## src/rtl/zynet_pkg.sv

```systemverilog
// Shared constants and types for the zynet parameter-load path: field widths,
// per-layer RAM geometry, layer enum, load FSM state encoding and write-address payload.
package zynet_pkg;

  localparam int unsigned MEM_WORD_SIZE     = 21;
  localparam int unsigned LAYER_SELECT_BITS = 2;
  localparam int unsigned RAM_SELECT_BITS   = 8;
  localparam int unsigned RAM_ADDRESS_BITS  = 9;
  localparam int unsigned W_ADDR_BITS       = LAYER_SELECT_BITS + RAM_SELECT_BITS + RAM_ADDRESS_BITS;

  localparam int unsigned N_LAYERS = 4;
  localparam int unsigned N_RAMS_TBL [N_LAYERS] = '{256, 256, 4, 10};
  localparam int unsigned DEPTH_TBL  [N_LAYERS] = '{33, 257, 256, 257};

  typedef enum logic [LAYER_SELECT_BITS-1:0] {
    L_CONV0,
    L_FC0,
    L_BN0,
    L_FC1
  } layer_e;

  typedef logic [1:0] load_state_t;
  localparam load_state_t ST_IDLE  = 2'd0;
  localparam load_state_t ST_LOAD  = 2'd1;
  localparam load_state_t ST_CHECK = 2'd2;
  localparam load_state_t ST_DONE  = 2'd3;

  typedef struct packed {
    logic [LAYER_SELECT_BITS-1:0] layer;
    logic [RAM_SELECT_BITS-1:0]   ram;
    logic [RAM_ADDRESS_BITS-1:0]  addr;
  } w_addr_t;

endpackage

```

## src/rtl/load_addr_counter.sv

```systemverilog
// Nested addr/ram/layer counter walking every parameter RAM word in load order;
// limits are selected by the current layer and last_o flags the final word.
module load_addr_counter
  import zynet_pkg::*;
#(
  parameter int unsigned N_RAMS_L0 = N_RAMS_TBL[0],
  parameter int unsigned N_RAMS_L1 = N_RAMS_TBL[1],
  parameter int unsigned N_RAMS_L2 = N_RAMS_TBL[2],
  parameter int unsigned N_RAMS_L3 = N_RAMS_TBL[3],
  parameter int unsigned DEPTH_L0  = DEPTH_TBL[0],
  parameter int unsigned DEPTH_L1  = DEPTH_TBL[1],
  parameter int unsigned DEPTH_L2  = DEPTH_TBL[2],
  parameter int unsigned DEPTH_L3  = DEPTH_TBL[3]
) (
  input  logic                         clk_i,
  input  logic                         reset_i,
  input  logic                         clear_i,
  input  logic                         step_i,
  output logic [LAYER_SELECT_BITS-1:0] layer_o,
  output logic [RAM_SELECT_BITS-1:0]   ram_o,
  output logic [RAM_ADDRESS_BITS-1:0]  addr_o,
  output logic                         last_o
);

  logic [LAYER_SELECT_BITS-1:0] layer_q, layer_d;
  logic [RAM_SELECT_BITS-1:0]   ram_q, ram_d;
  logic [RAM_ADDRESS_BITS-1:0]  addr_q, addr_d;
  logic [RAM_SELECT_BITS-1:0]   ram_max_c;
  logic [RAM_ADDRESS_BITS-1:0]  addr_max_c;
  logic                         last_layer_c;

  // Per-layer wrap limits
  always_comb begin
    ram_max_c  = RAM_SELECT_BITS'(N_RAMS_L0 - 1);
    addr_max_c = RAM_ADDRESS_BITS'(DEPTH_L0 - 1);
    case (layer_e'(layer_q))
      L_FC0: begin
        ram_max_c  = RAM_SELECT_BITS'(N_RAMS_L1 - 1);
        addr_max_c = RAM_ADDRESS_BITS'(DEPTH_L1 - 1);
      end
      L_BN0: begin
        ram_max_c  = RAM_SELECT_BITS'(N_RAMS_L2 - 1);
        addr_max_c = RAM_ADDRESS_BITS'(DEPTH_L2 - 1);
      end
      L_FC1: begin
        ram_max_c  = RAM_SELECT_BITS'(N_RAMS_L3 - 1);
        addr_max_c = RAM_ADDRESS_BITS'(DEPTH_L3 - 1);
      end
      default: ;
    endcase
  end

  assign last_layer_c = (layer_e'(layer_q) == L_FC1);
  assign last_o       = last_layer_c && (ram_q == ram_max_c) && (addr_q == addr_max_c);

  always_comb begin
    layer_d = layer_q;
    ram_d   = ram_q;
    addr_d  = addr_q;
    if (clear_i) begin
      layer_d = '0;
      ram_d   = '0;
      addr_d  = '0;
    end else if (step_i) begin
      if (addr_q == addr_max_c) begin
        addr_d = '0;
        if (ram_q == ram_max_c) begin
          ram_d   = '0;
          layer_d = last_layer_c ? '0 : layer_q + LAYER_SELECT_BITS'(1);
        end else begin
          ram_d = ram_q + RAM_SELECT_BITS'(1);
        end
      end else begin
        addr_d = addr_q + RAM_ADDRESS_BITS'(1);
      end
    end
  end

  always_ff @(posedge clk_i) begin
    if (reset_i) begin
      layer_q <= '0;
      ram_q   <= '0;
      addr_q  <= '0;
    end else begin
      layer_q <= layer_d;
      ram_q   <= ram_d;
      addr_q  <= addr_d;
    end
  end

  assign layer_o = layer_q;
  assign ram_o   = ram_q;
  assign addr_o  = addr_q;

endmodule

```

## src/rtl/weight_load_ctrl.sv

```systemverilog
// One-shot loader streaming every layer parameter RAM word onto the {layer,ram,addr} write bus
// and gating net start until loaded. WLOAD_CHECKSUM_EN adds a trailing checksum word check.
module weight_load_ctrl
  import zynet_pkg::*;
#(
  parameter int unsigned N_RAMS_L0 = N_RAMS_TBL[0],
  parameter int unsigned N_RAMS_L1 = N_RAMS_TBL[1],
  parameter int unsigned N_RAMS_L2 = N_RAMS_TBL[2],
  parameter int unsigned N_RAMS_L3 = N_RAMS_TBL[3],
  parameter int unsigned DEPTH_L0  = DEPTH_TBL[0],
  parameter int unsigned DEPTH_L1  = DEPTH_TBL[1],
  parameter int unsigned DEPTH_L2  = DEPTH_TBL[2],
  parameter int unsigned DEPTH_L3  = DEPTH_TBL[3]
) (
  input  logic                     clk_i,
  input  logic                     reset_i,
  input  logic                     load_start_i,
  input  logic [MEM_WORD_SIZE-1:0] data_i,
  input  logic                     valid_i,
  output logic                     ready_o,
  output logic                     w_en_o,
  output logic [W_ADDR_BITS-1:0]   w_addr_o,
  output logic [MEM_WORD_SIZE-1:0] w_data_o,
  input  logic                     net_start_i,
  output logic                     net_start_o,
  output logic                     busy_o,
  output logic                     loaded_o,
  output logic                     err_o
);

  load_state_t              state_q, state_d;
  logic                     loaded_q, loaded_d;
  logic                     w_en_q, w_en_d;
  w_addr_t                  w_addr_q, w_addr_d;
  logic [MEM_WORD_SIZE-1:0] w_data_q, w_data_d;

  logic                         xfer_c, step_c, clear_c, last_c;
  logic [LAYER_SELECT_BITS-1:0] layer_c;
  logic [RAM_SELECT_BITS-1:0]   ram_c;
  logic [RAM_ADDRESS_BITS-1:0]  addr_c;

`ifdef WLOAD_CHECKSUM_EN
  logic [MEM_WORD_SIZE-1:0] sum_q, sum_d;
  logic                     err_q, err_d;
  logic                     sum_ok_c;
`endif

  assign ready_o = (state_q == ST_LOAD) || (state_q == ST_CHECK);
  assign busy_o  = ready_o;
  assign xfer_c  = valid_i && ready_o;
  assign step_c  = xfer_c && (state_q == ST_LOAD);
  assign clear_c = load_start_i && ((state_q == ST_IDLE) || (state_q == ST_DONE));

  load_addr_counter #(
    .N_RAMS_L0(N_RAMS_L0), .N_RAMS_L1(N_RAMS_L1), .N_RAMS_L2(N_RAMS_L2), .N_RAMS_L3(N_RAMS_L3),
    .DEPTH_L0 (DEPTH_L0),  .DEPTH_L1 (DEPTH_L1),  .DEPTH_L2 (DEPTH_L2),  .DEPTH_L3 (DEPTH_L3)
  ) u_addr_cnt (
    .clk_i   (clk_i),
    .reset_i (reset_i),
    .clear_i (clear_c),
    .step_i  (step_c),
    .layer_o (layer_c),
    .ram_o   (ram_c),
    .addr_o  (addr_c),
    .last_o  (last_c)
  );

`ifdef WLOAD_CHECKSUM_EN
  // Running sum of accepted parameter words; error stays set until the next load or reset
  assign sum_ok_c = (data_i == sum_q);

  always_comb begin
    sum_d = sum_q;
    err_d = err_q;
    if (clear_c) begin
      sum_d = '0;
      err_d = 1'b0;
    end else if (step_c) begin
      sum_d = sum_q + data_i;
    end else if (xfer_c && (state_q == ST_CHECK) && !sum_ok_c) begin
      err_d = 1'b1;
    end
  end

  always_ff @(posedge clk_i) begin
    if (reset_i) begin
      sum_q <= '0;
      err_q <= 1'b0;
    end else begin
      sum_q <= sum_d;
      err_q <= err_d;
    end
  end

  assign err_o = err_q;
`else
  assign err_o = 1'b0;
`endif

  always_comb begin
    state_d  = state_q;
    loaded_d = loaded_q;
    w_en_d   = 1'b0;
    w_addr_d = w_addr_q;
    w_data_d = w_data_q;
    if (step_c) begin
      w_en_d   = 1'b1;
      w_addr_d = '{layer: layer_c, ram: ram_c, addr: addr_c};
      w_data_d = data_i;
    end
    case (state_q)
      ST_IDLE: if (load_start_i) state_d = ST_LOAD;
      ST_LOAD: begin
        if (step_c && last_c) begin
`ifdef WLOAD_CHECKSUM_EN
          state_d  = ST_CHECK;
`else
          state_d  = ST_DONE;
          loaded_d = 1'b1;
`endif
        end
      end
`ifdef WLOAD_CHECKSUM_EN
      ST_CHECK: begin
        if (xfer_c) begin
          state_d  = ST_DONE;
          loaded_d = sum_ok_c;
        end
      end
`endif
      ST_DONE: begin
        if (load_start_i) begin
          state_d  = ST_LOAD;
          loaded_d = 1'b0;
        end
      end
      default: state_d = ST_IDLE;
    endcase
  end

  always_ff @(posedge clk_i) begin
    if (reset_i) begin
      state_q  <= ST_IDLE;
      loaded_q <= 1'b0;
      w_en_q   <= 1'b0;
      w_addr_q <= '0;
      w_data_q <= '0;
    end else begin
      state_q  <= state_d;
      loaded_q <= loaded_d;
      w_en_q   <= w_en_d;
      w_addr_q <= w_addr_d;
      w_data_q <= w_data_d;
    end
  end

  assign w_en_o      = w_en_q;
  assign w_addr_o    = w_addr_q;
  assign w_data_o    = w_data_q;
  assign loaded_o    = loaded_q;
  assign net_start_o = net_start_i && loaded_q;

endmodule

```

## config.mk

```make
export PLATFORM = sky130hd
export DESIGN_NAME = weight_load_ctrl
export DESIGN_NICKNAME = d
export VERILOG_FILES = /design/src/rtl/zynet_pkg.sv /design/src/rtl/load_addr_counter.sv /design/src/rtl/weight_load_ctrl.sv
export SDC_FILE = /design/constraint.sdc
export NUM_CORES = 1
export LEC_CHECK = 0
export BUFFER_PORTS_ARGS = -buffer_cell sky130_fd_sc_hd__buf_2
export CAP_MARGIN = 20
export CORE_AREA = 2 2 81 83
export CTS_BUF_LIST = sky130_fd_sc_hd__clkbuf_8
export CTS_CLUSTER_DIAMETER = 50
export DETAILED_ROUTE_END_ITERATION = 6
export DIE_AREA = 0 0 83 85
export PLACE_DENSITY = 0.68
export SETUP_SLACK_MARGIN = 0.05
export SYNTH_ARGS = -nofsm -noshare
export SYNTH_HDL_FRONTEND = slang
export SYNTH_SLANG_ARGS = --single-unit
```

## constraint.sdc

```tcl
create_clock -name clk_i -period 4.4 [get_ports clk_i]
set_input_delay 0.66 -clock clk_i [delete_from_list [all_inputs] [get_ports clk_i]]
set_output_delay 0.66 -clock clk_i [all_outputs]
set_load 0.01 [all_outputs]
```

* After elaboration in Yosys (flattened, before gate mapping)
Cells that the tools add are included.
Word-level totals: input port bits 26, output and inout port bits 46, register bits 63, logic and storage cells 54
Operators by class: add/sub/neg operators 3, equality and inequality tests 11, reductions and logical operators 18, muxes and demuxes 12
Operators by type and width (count):
- $pmux 9 s2 | 1
- $pmux 8 s2 | 1
- $add 9x1->9 const B | 1
- $eq 9x9->1 | 1
- $mux 9 | 1
- $add 8x1->8 const B | 1
- $eq 2x2->1 const B | 4
- $eq 8x8->1 | 1
- $mux 8 | 1
- $logic_and 1x1->1 | 7
- $mux 2 | 3
- $reduce_and 3->1 | 2
- $reduce_or 2->1 | 3
- $eq 2x1->1 const B | 2
- $ne 2x1->1 const B | 2
- $pmux 2 s2 | 1
- $reduce_and 2->1 | 2
- $mux 1 | 3
- $add 2x1->2 const B | 1
- $logic_not 2->1 | 1
- $logic_or 1x1->1 | 2
- $ne 2x2->1 const B | 1
- $pmux 1 s2 | 1
- $reduce_bool 2->1 | 1

* Longest topological paths before layout
depth in word-level cells 8, depth in mapped cells 7, mapped depth without buffers 7

* By module
A second synthesis with hierarchy kept.
Second synthesis, totals: cells, all modules 355, area total of the unflattened synthesis 2902.8 um2
Modules (own cells, without submodules):
- weight_load_ctrl | times used 1, cells an instance 205, area an instance 1661.6 um2, sequential area each 880.8 um2
- load_addr_counter | times used 1, cells an instance 150, area an instance 1241.2 um2, sequential area each 380.4 um2

* Least setup slack after synthesis
Ideal clock, no wire load.
kind register -> register, from register u_addr_cnt.layer_q[0], in the netlist u_addr_cnt.layer_o[0], to register u_addr_cnt.layer_q[0], in the netlist u_addr_cnt.layer_o[0], library setup time 0.070 ns, clock period less this slack 2.239 ns, data required time 4.330 ns, arrival 2.169 ns, path slack 2.161 ns, buffers on the path 0, stages on the path, launching flop included 7, path through dfxtp_1 -> inv_1 -> ha_1 -> or4_4 -> a211o_1 -> or4_1 -> a21oi_1
Between the ends: word-level cells in the longest chain between the ends 5, elaborated cells on any way between the ends 11, classes of those cells add/sub: 1; eq/ne: 5; mux: 3; reduce/logical: 2
RTL lines:
- from (decl) | line load_addr_counter.sv:25 | logic [LAYER_SELECT_BITS-1:0] layer_q, layer_d;
- from (signal assigned) | line load_addr_counter.sv:85 | layer_q <= layer_d;
- $eq 2x1->1 or $eq 2x2->1 (tied branches) | line load_addr_counter.sv:36, load_addr_counter.sv:53
- $reduce_or 2->1 (no line)
- $pmux 9 s2 | line load_addr_counter.sv:36 | case (layer_e'(layer_q))
- $eq 9x9->1 | line load_addr_counter.sv:65 | if (addr_q == addr_max_c) begin
- $reduce_and 3->1 (no line)
Parallel ways exist; a longest one is shown, timed or not. A chain may end at the register's enable or synchronous reset.

* Worst setup path in the final report
from register u_addr_cnt.layer_q[0], in the netlist u_addr_cnt.layer_o[0], to register u_addr_cnt.ram_q[5], in the netlist u_addr_cnt.ram_o[5]
Between the ends: word-level cells in the longest chain between the ends 5, elaborated cells on any way between the ends 10, classes of those cells eq/ne: 5; mux: 3; reduce/logical: 2
RTL lines:
- $eq 2x1->1 or $eq 2x2->1 (tied branches) | line load_addr_counter.sv:36
- $reduce_or 2->1 (no line)
- $pmux 9 s2 | line load_addr_counter.sv:36
- $eq 9x9->1 | line load_addr_counter.sv:65
- $reduce_and 2->1 (no line)
- to (signal assigned) | line load_addr_counter.sv:86 | ram_q <= ram_d;
- to (decl) | line load_addr_counter.sv:26 | logic [RAM_SELECT_BITS-1:0] ram_q, ram_d;
Parallel ways exist; a longest one is shown, timed or not.

==> flow_metrics.py <==
metrics = {
    "global_routing": {
        "grt_pass1_vias": 2457,
        "antenna_found_initial": 0,
        "gr-total-overflow": 0,
        "grt_pass1_wl_um": 10510,
        "grt_use_total_pct": 18.21,
        "grt_start_max_net_pins": 49,
    },
    "floorplanning": {
        "core-area_um2": 6205,
        "die_height_um": 85,
        "dieArea_um2": 7055,
        "pin_count": 72,
        "initial_utilization_pct": 43.50,
        "num_rows": 29,
        "fp.dieW_um": 83,
    },
    "logic_synthesis": {
        "ys_ff_latch": 63,
        "netlist_area_um2": 2699,
        "synth_nets": 375,
        "synth_commonest_cells": "101 x nand2_1, 63 x dfxtp_1, 53 x a21oi_1",
        "yosys.area.top_type": "dfxtp_1",
        "ys_async_sr_fraction_pct": 0,
        "synth_edf_count": 0,
        "ys_seq_area_share_pct": 46.73,
        "syn-instance-count": 341,
        "synth_top_area_share_pct": 46.73,
        "synth_cell_types": 41,
        "ys.flop_type": "dfxtp_1",
        "yosys-top-cells-area": "dfxtp_1 47%, nand2_1 14%, a21oi_1 9.8%, ha_1 3.7%, clkbuf_1 2.1%",
        "yosysMostFrequentCell": "nand2_1",
        "yosysWarnings": 0,
        "syn_area_per_cell_um2": 7.914,
    },
    "sta": {
        "rsz0062_at_grt": "false",
        "period_needed_ns": 2.437,
        "fin_skew_ns": 0.006100,
        "relSlewSlack_pct": 44.71,
        "finalHoldViolCount": 0,
        "finalMaxSlewViolations": 0,
        "finalSetupTns_ns": 0,
        "fmax_mhz": 410.3,
        "worst_slew_pin_slew_ns": 0.8293,
        "setup_viol": 0,
        "period_share_pct": 55.39,
    },
    "worst_setup_path": {
        "critPathLaunchType": "flip-flop",
        "worst_r2r_path_depth": 7,
        "crit_chain": "inv_1 > ha_1 > or4_1 > nor2_1 > o21ai_1 > or4_1 > a21oi_1",
        "slowest_stage": "or4_1",
        "endpoint_kind": "flip-flop",
        "max_stage_delay_ns": 0.54,
        "critical_path_class": "reg2reg",
        "cp.required_ns": 4.67,
        "cp_max_fo": 8,
        "worstPathArrival_ns": 2.71,
        "worst_path_most_repeated_cell": "or4_1",
    },
    "detailed_routing": {
        "num_vias": 2540,
        "drt_iter0_drc": 137,
        "drc": 0,
        "postRouteAntennaNets": 0,
        "wl_um": 6111,
        "vias_per_cell": 5.216,
        "drt_first_pass_iters": 4,
        "drt-wirelength-per-cell_um": 12.55,
    },
    "cells_and_area": {
        "syn_to_final_growth_pct": 21.00,
        "design_area_um2": 3266,
        "layout.nets": 439,
        "drive_above_1_share_pct": 22.44,
        "n_fill_cell": 595,
        "multiInputGateArea_um2": 1336,
        "seqCellArea_um2": 1261,
        "n_antenna_cell": 0,
        "finalNonFillerCells": 487,
    },
    "placement": {
        "io_buffers": 70,
        "dp.cells": 471,
        "gp_congestion": 0.8137,
        "postPlaceCellArea_um2": 3082,
        "hpwl_um": 4181,
    },
    "clock_network": {
        "tritoncts": "yes",
        "cts_made_buffers": 9,
        "path_clk_slew_ns": 0.07,
        "cts-resized-gates": 0,
        "clock-sinks": 63,
        "clk_latency_ns": 0.34,
        "hold_buffers": 0,
        "h-tree-depth": 3,
        "clock_path_buffers": 2,
        "postCtsSetupBuffers": 0,
        "cts-root-buf": "clkbuf_8",
    },
    "min_path": {
        "hold_depth": 2,
        "hold_path_class": "reg2reg",
    },
    "run": {
        "max_cap_viol_count": 0,
    },
    "pwr": {
        "leakagePower_nw": 1.357,
        "power_density_nw_per_um2": 425.2,
        "peakVddDrop_uv": 264.3,
        "p_total_w": 0.001388,
    },
    "status": {
        "status": "completed",
    },
}
-- metal layers --
metal / wire (µm) / track usage [%] / up-vias
li1: - / - / 1292
met1: 2685 / 20.19 / 1153
met2: 2895 / 31.09 / 81
met3: 378 / 5.058 / 14
met4: 151 / 11.18 / 0
met5: 0 / 0 / -
-- registers in the layout (all words and copies together), names as in the netlist --
name	flops
w_data_o	21
w_addr_o	19
u_addr_cnt.ram_o	8
u_addr_cnt.addr_o	9
u_addr_cnt.layer_o	2
loaded_o	1
state_q	2
w_en_o	1
-- layout make-up --
type | count | area share [%]
inverter | 6 | 0.6897
sequential | 63 | 38.62
timing repair buffer | 72 | 11.19
multi-input combinational | 253 | 40.92
clock buffer | 11 | 4.636
tap | 77 | 2.950
clock inverter | 5 | 0.9962
-- path summary, 6_finish.rpt --
kind,start,end,slack [ns]
worst min register to register,w_addr_o[15],w_addr_o[15],0.45
worst max register to register,u_addr_cnt.layer_o[0],u_addr_cnt.ram_o[5],1.96
worst min-delay path,w_addr_o[15],w_addr_o[15],0.45
worst max-delay path,u_addr_cnt.layer_o[0],u_addr_cnt.ram_o[5],1.96
-- placed cells by master, fill, tap and decap left out, types with 2 or more instances in the layout --
master and n:
a21oi_1 53, a31oi_1 4, and2_1 3, and3_1 3, buf_2 70, buf_4 2, clkbuf_8 11, clkinv_2 2
clkinvlp_4 3, dfxtp_1 63, ha_1 8, inv_1 6, nand2_1 101, nand2b_1 3, nand3_1 8, nand4_1 3
nor2_1 12, nor3_1 10, nor3b_1 2, o211a_1 3, o211ai_1 3, o21ai_0 6, or4_1 6, xnor2_1 3
xor2_1 4
-- critical path, delay by kind of cell (launching register included) --
| family | cells | cell delay (ns) |
|---|---|---|
| simple gates | 3 | 1.22 |
| buf+inv | 1 | 0.07 |
| fa+ha+maj | 1 | 0.26 |
| compound gates | 2 | 0.40 |
| flops | 1 | 0.43 |
-- stage by stage --
step | utilization [%] | worst slack (ns) | hold slack, ns
2_1_floorplan | - | 2.161 | 0.4629
3_3_place_gp | 49.67 | 1.968 | 0.4388
3_5_place_dp | 49.67 | 1.925 | 0.4452
4_1_cts | 52.63 | 1.985 | 0.4555
5_1_grt | 52.63 | 1.753 | 0.4735
6_report | 52.63 | 1.963 | 0.4500
-- report_power, final --
part	switching (W)	leakage, nW	internal, W
combinational	0.000195	0.760	0.0000992
clock	0.000225	0.0873	0.000233
sequential	0.0000252	0.509	0.000611
total	0.000446	1.36	0.000942
-- cells by family after synthesis --
kind of cell / after synthesis / synth area share (%)
buffers and inverters: 25 / 3.755
muxes: 2 / 0.7881
xor gates and xnor gates: 7 / 2.272
AOI/OAI and AO/OA: 78 / 16.64
other: 1 / 0.1389
adders and majority gates: 8 / 3.709
DFF: 63 / 46.73
and+or+nand+nor: 157 / 25.96
(Power assumes the default switching activity.)
